==> src/rtl/maxpool_window_sequencer.sv <==
`default_nettype none
// ============================================================================
//  Module   : maxpool_window_sequencer
//  Purpose  : Time-multiplexed 2x2 / stride-2 max-pooling controller. Walks a
//             D x H x W feature map in a read-latency-1 memory, feeds the four
//             words of each window to a shared external MaxUnit and writes the
//             result to the output memory.
//  Revision : 1.0 - initial release
// ============================================================================
module maxpool_window_sequencer #(
   parameter int DATA_BITS = 32,
   parameter int D         = 1,
   parameter int W         = 46,
   parameter int H         = 46,
   parameter int ADDR_BITS = 16
) (
   input  logic                 clk,
   input  logic                 reset_n,
   input  logic                 start,
   output logic                 busy,
   output logic                 done,
   output logic                 in_rd_en,
   output logic [ADDR_BITS-1:0] in_rd_addr,
   input  logic [DATA_BITS-1:0] in_rd_data,
   output logic [DATA_BITS-1:0] max_a,
   output logic [DATA_BITS-1:0] max_b,
   output logic [DATA_BITS-1:0] max_c,
   output logic [DATA_BITS-1:0] max_d,
   input  logic [DATA_BITS-1:0] max_out,
   output logic                 out_wr_en,
   output logic [ADDR_BITS-1:0] out_wr_addr,
   output logic [DATA_BITS-1:0] out_wr_data
);

   localparam int OH = H / 2;
   localparam int OW = W / 2;
   localparam bit DEGENERATE = (OH == 0) || (OW == 0);

   // Counter limits and address strides, truncated so all address arithmetic
   // wraps modulo 2^ADDR_BITS.
   localparam logic [ADDR_BITS-1:0] C_COL_LAST  = ADDR_BITS'(OW - 1);
   localparam logic [ADDR_BITS-1:0] C_ROW_LAST  = ADDR_BITS'(OH - 1);
   localparam logic [ADDR_BITS-1:0] C_CHAN_LAST = ADDR_BITS'(D - 1);
   localparam logic [ADDR_BITS-1:0] C_W         = ADDR_BITS'(W);
   localparam logic [ADDR_BITS-1:0] C_ROW_STEP  = ADDR_BITS'(2 * W);
   localparam logic [ADDR_BITS-1:0] C_CHAN_STEP = ADDR_BITS'(H * W);

   typedef enum logic [2:0] {
      S_IDLE = 3'd0,
      S_RD0  = 3'd1,
      S_RD1  = 3'd2,
      S_RD2  = 3'd3,
      S_RD3  = 3'd4,
      S_CAP  = 3'd5,
      S_WR   = 3'd6,
      S_DONE = 3'd7
   } state_t;

   state_t               r_state;
   // Window indices: column = k/2, row = r/2, channel = c.
   logic [ADDR_BITS-1:0] r_col;
   logic [ADDR_BITS-1:0] r_row;
   logic [ADDR_BITS-1:0] r_chan;
   // Running bases: top-left of window, start of current row pair, channel.
   logic [ADDR_BITS-1:0] r_win_addr;
   logic [ADDR_BITS-1:0] r_row_addr;
   logic [ADDR_BITS-1:0] r_chan_addr;
   // Output addresses are dense, so a plain counter tracks them.
   logic [ADDR_BITS-1:0] r_out_idx;

   logic                 w_col_last;
   logic                 w_row_last;
   logic                 w_chan_last;
   logic [ADDR_BITS-1:0] w_next_col;
   logic [ADDR_BITS-1:0] w_next_row;
   logic [ADDR_BITS-1:0] w_next_chan;
   logic [ADDR_BITS-1:0] w_next_win;
   logic [ADDR_BITS-1:0] w_next_row_addr;
   logic [ADDR_BITS-1:0] w_next_chan_addr;

   // Next-window counters and base addresses, using adders only.
   always_comb begin
      w_col_last       = (r_col  == C_COL_LAST);
      w_row_last       = (r_row  == C_ROW_LAST);
      w_chan_last      = (r_chan == C_CHAN_LAST);
      w_next_col       = r_col + 1'b1;
      w_next_row       = r_row;
      w_next_chan      = r_chan;
      w_next_win       = r_win_addr + ADDR_BITS'(2);
      w_next_row_addr  = r_row_addr;
      w_next_chan_addr = r_chan_addr;
      if (w_col_last) begin
         w_next_col = '0;
         if (!w_row_last) begin
            w_next_row      = r_row + 1'b1;
            w_next_row_addr = r_row_addr + C_ROW_STEP;
         end else begin
            // Odd trailing rows/columns are skipped by jumping to the channel base.
            w_next_row       = '0;
            w_next_chan      = r_chan + 1'b1;
            w_next_chan_addr = r_chan_addr + C_CHAN_STEP;
            w_next_row_addr  = w_next_chan_addr;
         end
         w_next_win = w_next_row_addr;
      end
   end

   // Main sequencer: state, counters and all registered outputs.
   always_ff @(posedge clk or negedge reset_n) begin
      if (!reset_n) begin
         r_state     <= S_IDLE;
         r_col       <= '0;
         r_row       <= '0;
         r_chan      <= '0;
         r_win_addr  <= '0;
         r_row_addr  <= '0;
         r_chan_addr <= '0;
         r_out_idx   <= '0;
         busy        <= 1'b0;
         done        <= 1'b0;
         in_rd_en    <= 1'b0;
         in_rd_addr  <= '0;
         max_a       <= '0;
         max_b       <= '0;
         max_c       <= '0;
         max_d       <= '0;
         out_wr_en   <= 1'b0;
         out_wr_addr <= '0;
      end else begin
         case (r_state)
            S_IDLE: begin
               if (start) begin
                  r_col       <= '0;
                  r_row       <= '0;
                  r_chan      <= '0;
                  r_win_addr  <= '0;
                  r_row_addr  <= '0;
                  r_chan_addr <= '0;
                  r_out_idx   <= '0;
                  if (DEGENERATE) begin
                     r_state <= S_DONE;
                     done    <= 1'b1;
                  end else begin
                     r_state    <= S_RD0;
                     busy       <= 1'b1;
                     in_rd_en   <= 1'b1;
                     in_rd_addr <= '0;
                  end
               end
            end
            S_RD0: begin
               in_rd_addr <= r_win_addr + 1'b1;
               r_state    <= S_RD1;
            end
            S_RD1: begin
               max_a      <= in_rd_data;
               in_rd_addr <= r_win_addr + C_W;
               r_state    <= S_RD2;
            end
            S_RD2: begin
               max_b      <= in_rd_data;
               in_rd_addr <= r_win_addr + C_W + 1'b1;
               r_state    <= S_RD3;
            end
            S_RD3: begin
               max_c    <= in_rd_data;
               in_rd_en <= 1'b0;
               r_state  <= S_CAP;
            end
            S_CAP: begin
               max_d       <= in_rd_data;
               out_wr_en   <= 1'b1;
               out_wr_addr <= r_out_idx;
               r_state     <= S_WR;
            end
            S_WR: begin
               out_wr_en   <= 1'b0;
               r_out_idx   <= r_out_idx + 1'b1;
               r_col       <= w_next_col;
               r_row       <= w_next_row;
               r_chan      <= w_next_chan;
               r_win_addr  <= w_next_win;
               r_row_addr  <= w_next_row_addr;
               r_chan_addr <= w_next_chan_addr;
               if (w_col_last && w_row_last && w_chan_last) begin
                  r_state <= S_DONE;
                  busy    <= 1'b0;
                  done    <= 1'b1;
               end else begin
                  r_state    <= S_RD0;
                  in_rd_en   <= 1'b1;
                  in_rd_addr <= w_next_win;
               end
            end
            S_DONE: begin
               done    <= 1'b0;
               r_state <= S_IDLE;
            end
            default: r_state <= S_IDLE;
         endcase
      end
   end

   // MaxUnit result passes straight through while the write strobe is high.
   assign out_wr_data = out_wr_en ? max_out : '0;

endmodule
`default_nettype wire

==> config.mk <==
export PLATFORM = sky130hd
export DESIGN_NAME = maxpool_window_sequencer
export DESIGN_NICKNAME = d
export VERILOG_FILES = /design/src/rtl/maxpool_window_sequencer.sv
export SDC_FILE = /design/constraint.sdc
export NUM_CORES = 1
export LEC_CHECK = 0
export ABC_AREA = 0
export CORE_MARGIN = 5
export CORE_UTILIZATION = 30
export CTS_BUF_LIST = sky130_fd_sc_hd__clkbuf_4
export DETAILED_ROUTE_END_ITERATION = 16
export PLACE_DENSITY_LB_ADDON = 0.2
export SETUP_SLACK_MARGIN = 0.05
export SLEW_MARGIN = 20
export SYNTH_ARGS = -nofsm -noshare
export SYNTH_HDL_FRONTEND = slang
export SYNTH_SLANG_ARGS = --single-unit
==> constraint.sdc <==
create_clock -name clk -period 2.51 [get_ports clk]
set_input_delay 0.3765 -clock clk [delete_from_list [all_inputs] [get_ports clk]]
set_output_delay 0.3765 -clock clk [all_outputs]
set_load 0.01 [all_outputs]
After elaboration in Yosys (flattened, before gate mapping):

Cells that the tools add are included.

* add/subtract/negate cells: 10
* equal/unequal tests: 14
* mux-type cells: 32
* reduce and logical (&&, ||, !) cells: 16

Operators with widths (count)
* $pmux 16 s2: 7
* $mux 16: 12
* $add 16x1->16 const B: 6
* $pmux 16 s5: 1
* $eq 16x5->1 const B: 2
* $mux 32: 1
* $pmux 3 s8: 1
* $add 16x12->16 const B: 1
* $add 16x2->16 const B: 1
* $add 16x6->16 const B: 1
* $add 16x7->16 const B: 1
* $logic_not 16->1: 1
* $eq 3x3->1 const B: 4
* $reduce_and 3->1: 4
* $ne 2x2->1 const B: 5
* $eq 3x2->1 const B: 2
* $mux 3: 2
* $pmux 1 s2: 3
* $reduce_bool 2->1: 3
* $reduce_bool 5->1: 1
* $mux 1: 4
* $reduce_and 2->1: 2
* $reduce_and 4->1: 1
* $eq 3x1->1 const B: 1
* 4 further kinds: 5

* bits in registers: 279
* input bits: 67
* output and inout bits: 196

Longest topological paths before layout:

* depth after elaboration: 5
* gate-level depth with buffers: 12

Worst setup path after synthesis:

OpenSTA, ideal clock, no wires.

* kind: flip-flop to flip-flop
* from: register r_win_addr[1]
* to: register in_rd_addr[9]
* arrival: 2.506 ns
* setup slack: -0.122 ns
* cell stages (with the launch flop): 12
* path buffers: 2
* cell sequence: dfrtp_1 -> buf_4 -> inv_1 -> ha_1 -> buf_2 -> or4b_4 -> a21oi_1 -> o21ai_2 -> a211oi_2 -> o21ai_2 -> xnor2_1 -> a221o_1

* longest elaborated chain between the ends: 4
* elaborated cells between the ends (all ways): 7

Ends and longest elaborated chain
* start, declared: RTL line 65 `logic [ADDR_BITS-1:0] r_win_addr;`
* start signal, assigned: RTL line 182 `r_win_addr <= w_next_win;`
* parallel branches: the longest is 3 deep, another holds $add 16x6->16
* $pmux 16 s5 *: RTL line 130 `case (r_state)`
* end signal, assigned: RTL line 152 `in_rd_addr <= r_win_addr + 1'b1;`
* end signal, assigned: RTL line 157 `in_rd_addr <= r_win_addr + C_W;`
* end signal, assigned: RTL line 192 `in_rd_addr <= w_next_win;`
* end, declared: RTL line 23 `output logic [ADDR_BITS-1:0] in_rd_addr,`

Mark *: on every way between the ends. The select of a mux whose other input is x is not followed.
A chain may end at the register's enable or synchronous reset.

Worst setup path after layout:

* from: register r_win_addr[2]
* to: register in_rd_addr[14]

Same word-level chain as after synthesis.

==> impl_metrics.env <==
export IMPL_status="finished clean"
export IMPL_period_share_pct=98.4
export IMPL_crit_type="register to register"
export IMPL_via_per_inst=4.84
export IMPL_clk_latency_ns=0.78
export IMPL_cp_data_required_time_ns=3.16
export IMPL_async_reset_ff_share_pct=100
export IMPL_synth_nets=1503
export IMPL_io_buffers=262
export IMPL_instances_no_fill=2468
export IMPL_synth_seq_cells=277
export IMPL_crit_slowest_cell="dfrtp_1"
export IMPL_holdCritPathClass="primary input to asynchronous set/reset pin"
export IMPL_p_per_area_nw_per_um2=1010
export IMPL_utilization_pct=42.0
export IMPL_grt_pass1_wl_um=69500
export IMPL_synthTopCellsByArea="dfrtp_1, nand2_1, mux2_2"
export IMPL_numCtsBuffers=80
export IMPL_num_io_pins=263
export IMPL_dp_hpwl_um=31200
export IMPL_grtUsageTotal_pct=17.2
export IMPL_fin_worst_skew_ns=0.0704
export IMPL_antenna_found_initial=2
export IMPL_drc_errors=0
export IMPL_worst_slack_ns=0.0398
export IMPL_drt_pass1_iterations=6
export IMPL_die_h_um=223
export IMPL_start_util_pct=30.2
export IMPL_synth_top_cell_area_share_pct=50.8
export IMPL_grt_max_degree=64
export IMPL_start_kind="register"
export IMPL_rsz0062_at_grt="yes"
export IMPL_dr_total_vias=11900
export IMPL_crit_fanout=9
export IMPL_ir_drop_mv=0.676
export IMPL_clkTransAtPathRegs_ns=0.06
export IMPL_end_kind="register"
export IMPL_final_common_cell="nand2_1"
export IMPL_critPathMaxStageDelay_ns=0.40
export IMPL_syn_inst=1424
export IMPL_cp_arrival_ns=3.12
export IMPL_num_rows=78
export IMPL_final_nets=1881
export IMPL_die_w_um=223
export IMPL_max_cap_violations=0
export IMPL_first_global_vias=12200
export IMPL_ys_warn_count=0
export IMPL_relSlewSlack_pct=59.4
export IMPL_root_buffer="clkbuf_4"
export IMPL_setup_viol_count_final=0
export IMPL_antenna_left=0
export IMPL_post_drt_wl_per_cell_um=17.7
export IMPL_wl_um=43800
export IMPL_core_um2=45200
export IMPL_die_area_um2=49900
export IMPL_cts_tree="done"
export IMPL_fmax_mhz=405
export IMPL_leakage_nw=8.52
export IMPL_synth_edff_count=0
export IMPL_placed_cells=2313
export IMPL_synth_top_area_cell="dfrtp_1"
export IMPL_synth_flop_cell="dfrtp_1"
export IMPL_maxSlewViolCount=0
export IMPL_drive_above_1_share_pct=20.3
export IMPL_syn_area_um2=13700
export IMPL_yosysSeqAreaShare_pct=50.8
export IMPL_worstMarginPinSlew_ns=0.607
export IMPL_clkSinkCount=277
export IMPL_yosys_cell_types_count=81
export IMPL_syn_avg_cell_area_um2=9.59
export IMPL_htreeDepth=3
export IMPL_place_worst_setup_slack_ns=0.0136
export IMPL_clockBufferDepth=3
export IMPL_syn2layout_area_growth_pct=38.8
export IMPL_worstPathCellList="buf_4 > or3_4 > nor4b_4 > a22oi_2 > a211oi_4 > nand4_2 > xor2_1 > a221o_1"
export IMPL_final_cell_mix="nand2_1, dfrtp_1, clkdlybuf4s50_1"
export IMPL_hold_viol_final=0
export IMPL_place_gp_congestion=0.845
export IMPL_overflow=0
export IMPL_layout_min_cycle_time_ns=2.47
export IMPL_drt_iter0_markers=709
==> through the flow <==
| stage | setup TNS, ns | cell area [µm²] | power, mW | hold WS (ns) |
|---|---|---|---|---|
| 3_5_place_dp | 0 | 17600 | 14.7 | 0.399 |
| 6_report | 0 | 19000 | 19.2 | 0.158 |
| 5_1_grt | -0.0583 | 19000 | 20.5 | 0.117 |
| 4_1_cts | 0 | 18700 | 19.4 | 0.128 |
| 2_1_floorplan | 0 | 13700 | 10.1 | 0.0809 |
| 3_3_place_gp | 0 | 17600 | 14.7 | 0.392 |
==> final timing paths <==
path | startpoint | endpoint | slack [ns] | cells after the start
max | r_win_addr[2] | in_rd_addr[14] | 0.04 | 8
min | reset_n | r_row[13] | 0.16 | 2
max reg2reg | r_win_addr[2] | in_rd_addr[14] | 0.04 | 8
min reg2reg | max_a[1] | max_a[1] | 0.47 | 2
max in group asynchronous | reset_n | max_b[31] | 1.57 | 3
min in group clk | in_rd_data[5] | max_b[5] | 0.22 | 3
==> registers in the layout, summed over array words and instances (netlist names) <==
register and flops:
r_chan 16, r_chan_addr 14, r_col 16, out_wr_addr 16, in_rd_en 1, out_wr_en 1
busy 1, r_row 16, done 1, max_c 32, in_rd_addr 16, r_state 3
max_d 32, r_row_addr 16, r_win_addr 16, r_out_idx 16, max_a 32, max_b 32
==> layout make-up <==
| class | instances | area, µm² |
|---|---|---|
| well taps | 600 | 751 |
| repair buffers | 376 | 3650 |
| inverters | 21 | 83.8 |
| clock buffers | 122 | 916 |
| clock inverters | 22 | 159 |
| diodes | 4 | 10.0 |
| fillers | 4429 | 26200 |
| flip-flops and latches | 277 | 6940 |
| multi-input cells | 1046 | 6460 |
==> power breakdown <==
group          switching [mW]  leakage (nW)  total, mW  internal, mW
logic                    4.05          4.29       8.20          4.16
registers               0.770          3.59       6.51          5.74
clock network            2.04         0.631       4.48          2.43
total                    6.86          8.52       19.2          12.3
==> routing by layer <==
metal  GRT usage (%)  up-vias  share of wire [%]
met1            22.5     5787                 44
met5               0        -                  0
met2            27.2      343                 47
met4            4.70        0                1.7
li1                -     5741                  -
met3            5.91       62                7.7
==> synth_stat cells, types with 7 or more instances <==
library cell / n
nand2_1: 317
dfrtp_1: 277
o21ai_0: 105
nor2_1: 93
mux2_2: 79
nand3_1: 45
clkbuf_1: 44
xnor2_1: 42
and2_1: 36
xor2_1: 35
and3_1: 28
nand4_1: 28
a21oi_1: 27
nor3_1: 26
inv_1: 21
buf_2: 19
a21o_1: 13
ha_1: 12
o31ai_1: 12
buf_1: 10
nor4_1: 10
o211ai_1: 9
o22ai_1: 8
and4_1: 7
==> critical path, delay by kind of cell, from the launching register on <==
kind / cells / cell delay (ns)
compound gates: 3 / 0.84
xor+xnor: 1 / 0.17
buf+inv: 1 / 0.18
flops: 1 / 0.40
simple gates: 3 / 0.77
==> logic make-up after synthesis <==
kind of cell	share of synthesized area [%]
AOI/OAI and AO/OA	11.5
xor gates and xnor gates	4.94
adders and majority gates	1.10
buffers and inverters	3.25
DFF	50.8
muxes	6.73
and+or+nand+nor	21.7
==> repair_timing <==
action | 4_1_cts | 5_1_grt
gates resized for setup | 7 | 41
endpoints found under the setup margin | 39 | 71
setup buffers | 0 | 6
endpoints found under the hold margin | 120 | 0
gates cloned | 0 | 0
hold buffers | 1 | 0
pin swaps | 4 | 16
Power figures use the tool's default switching activity.
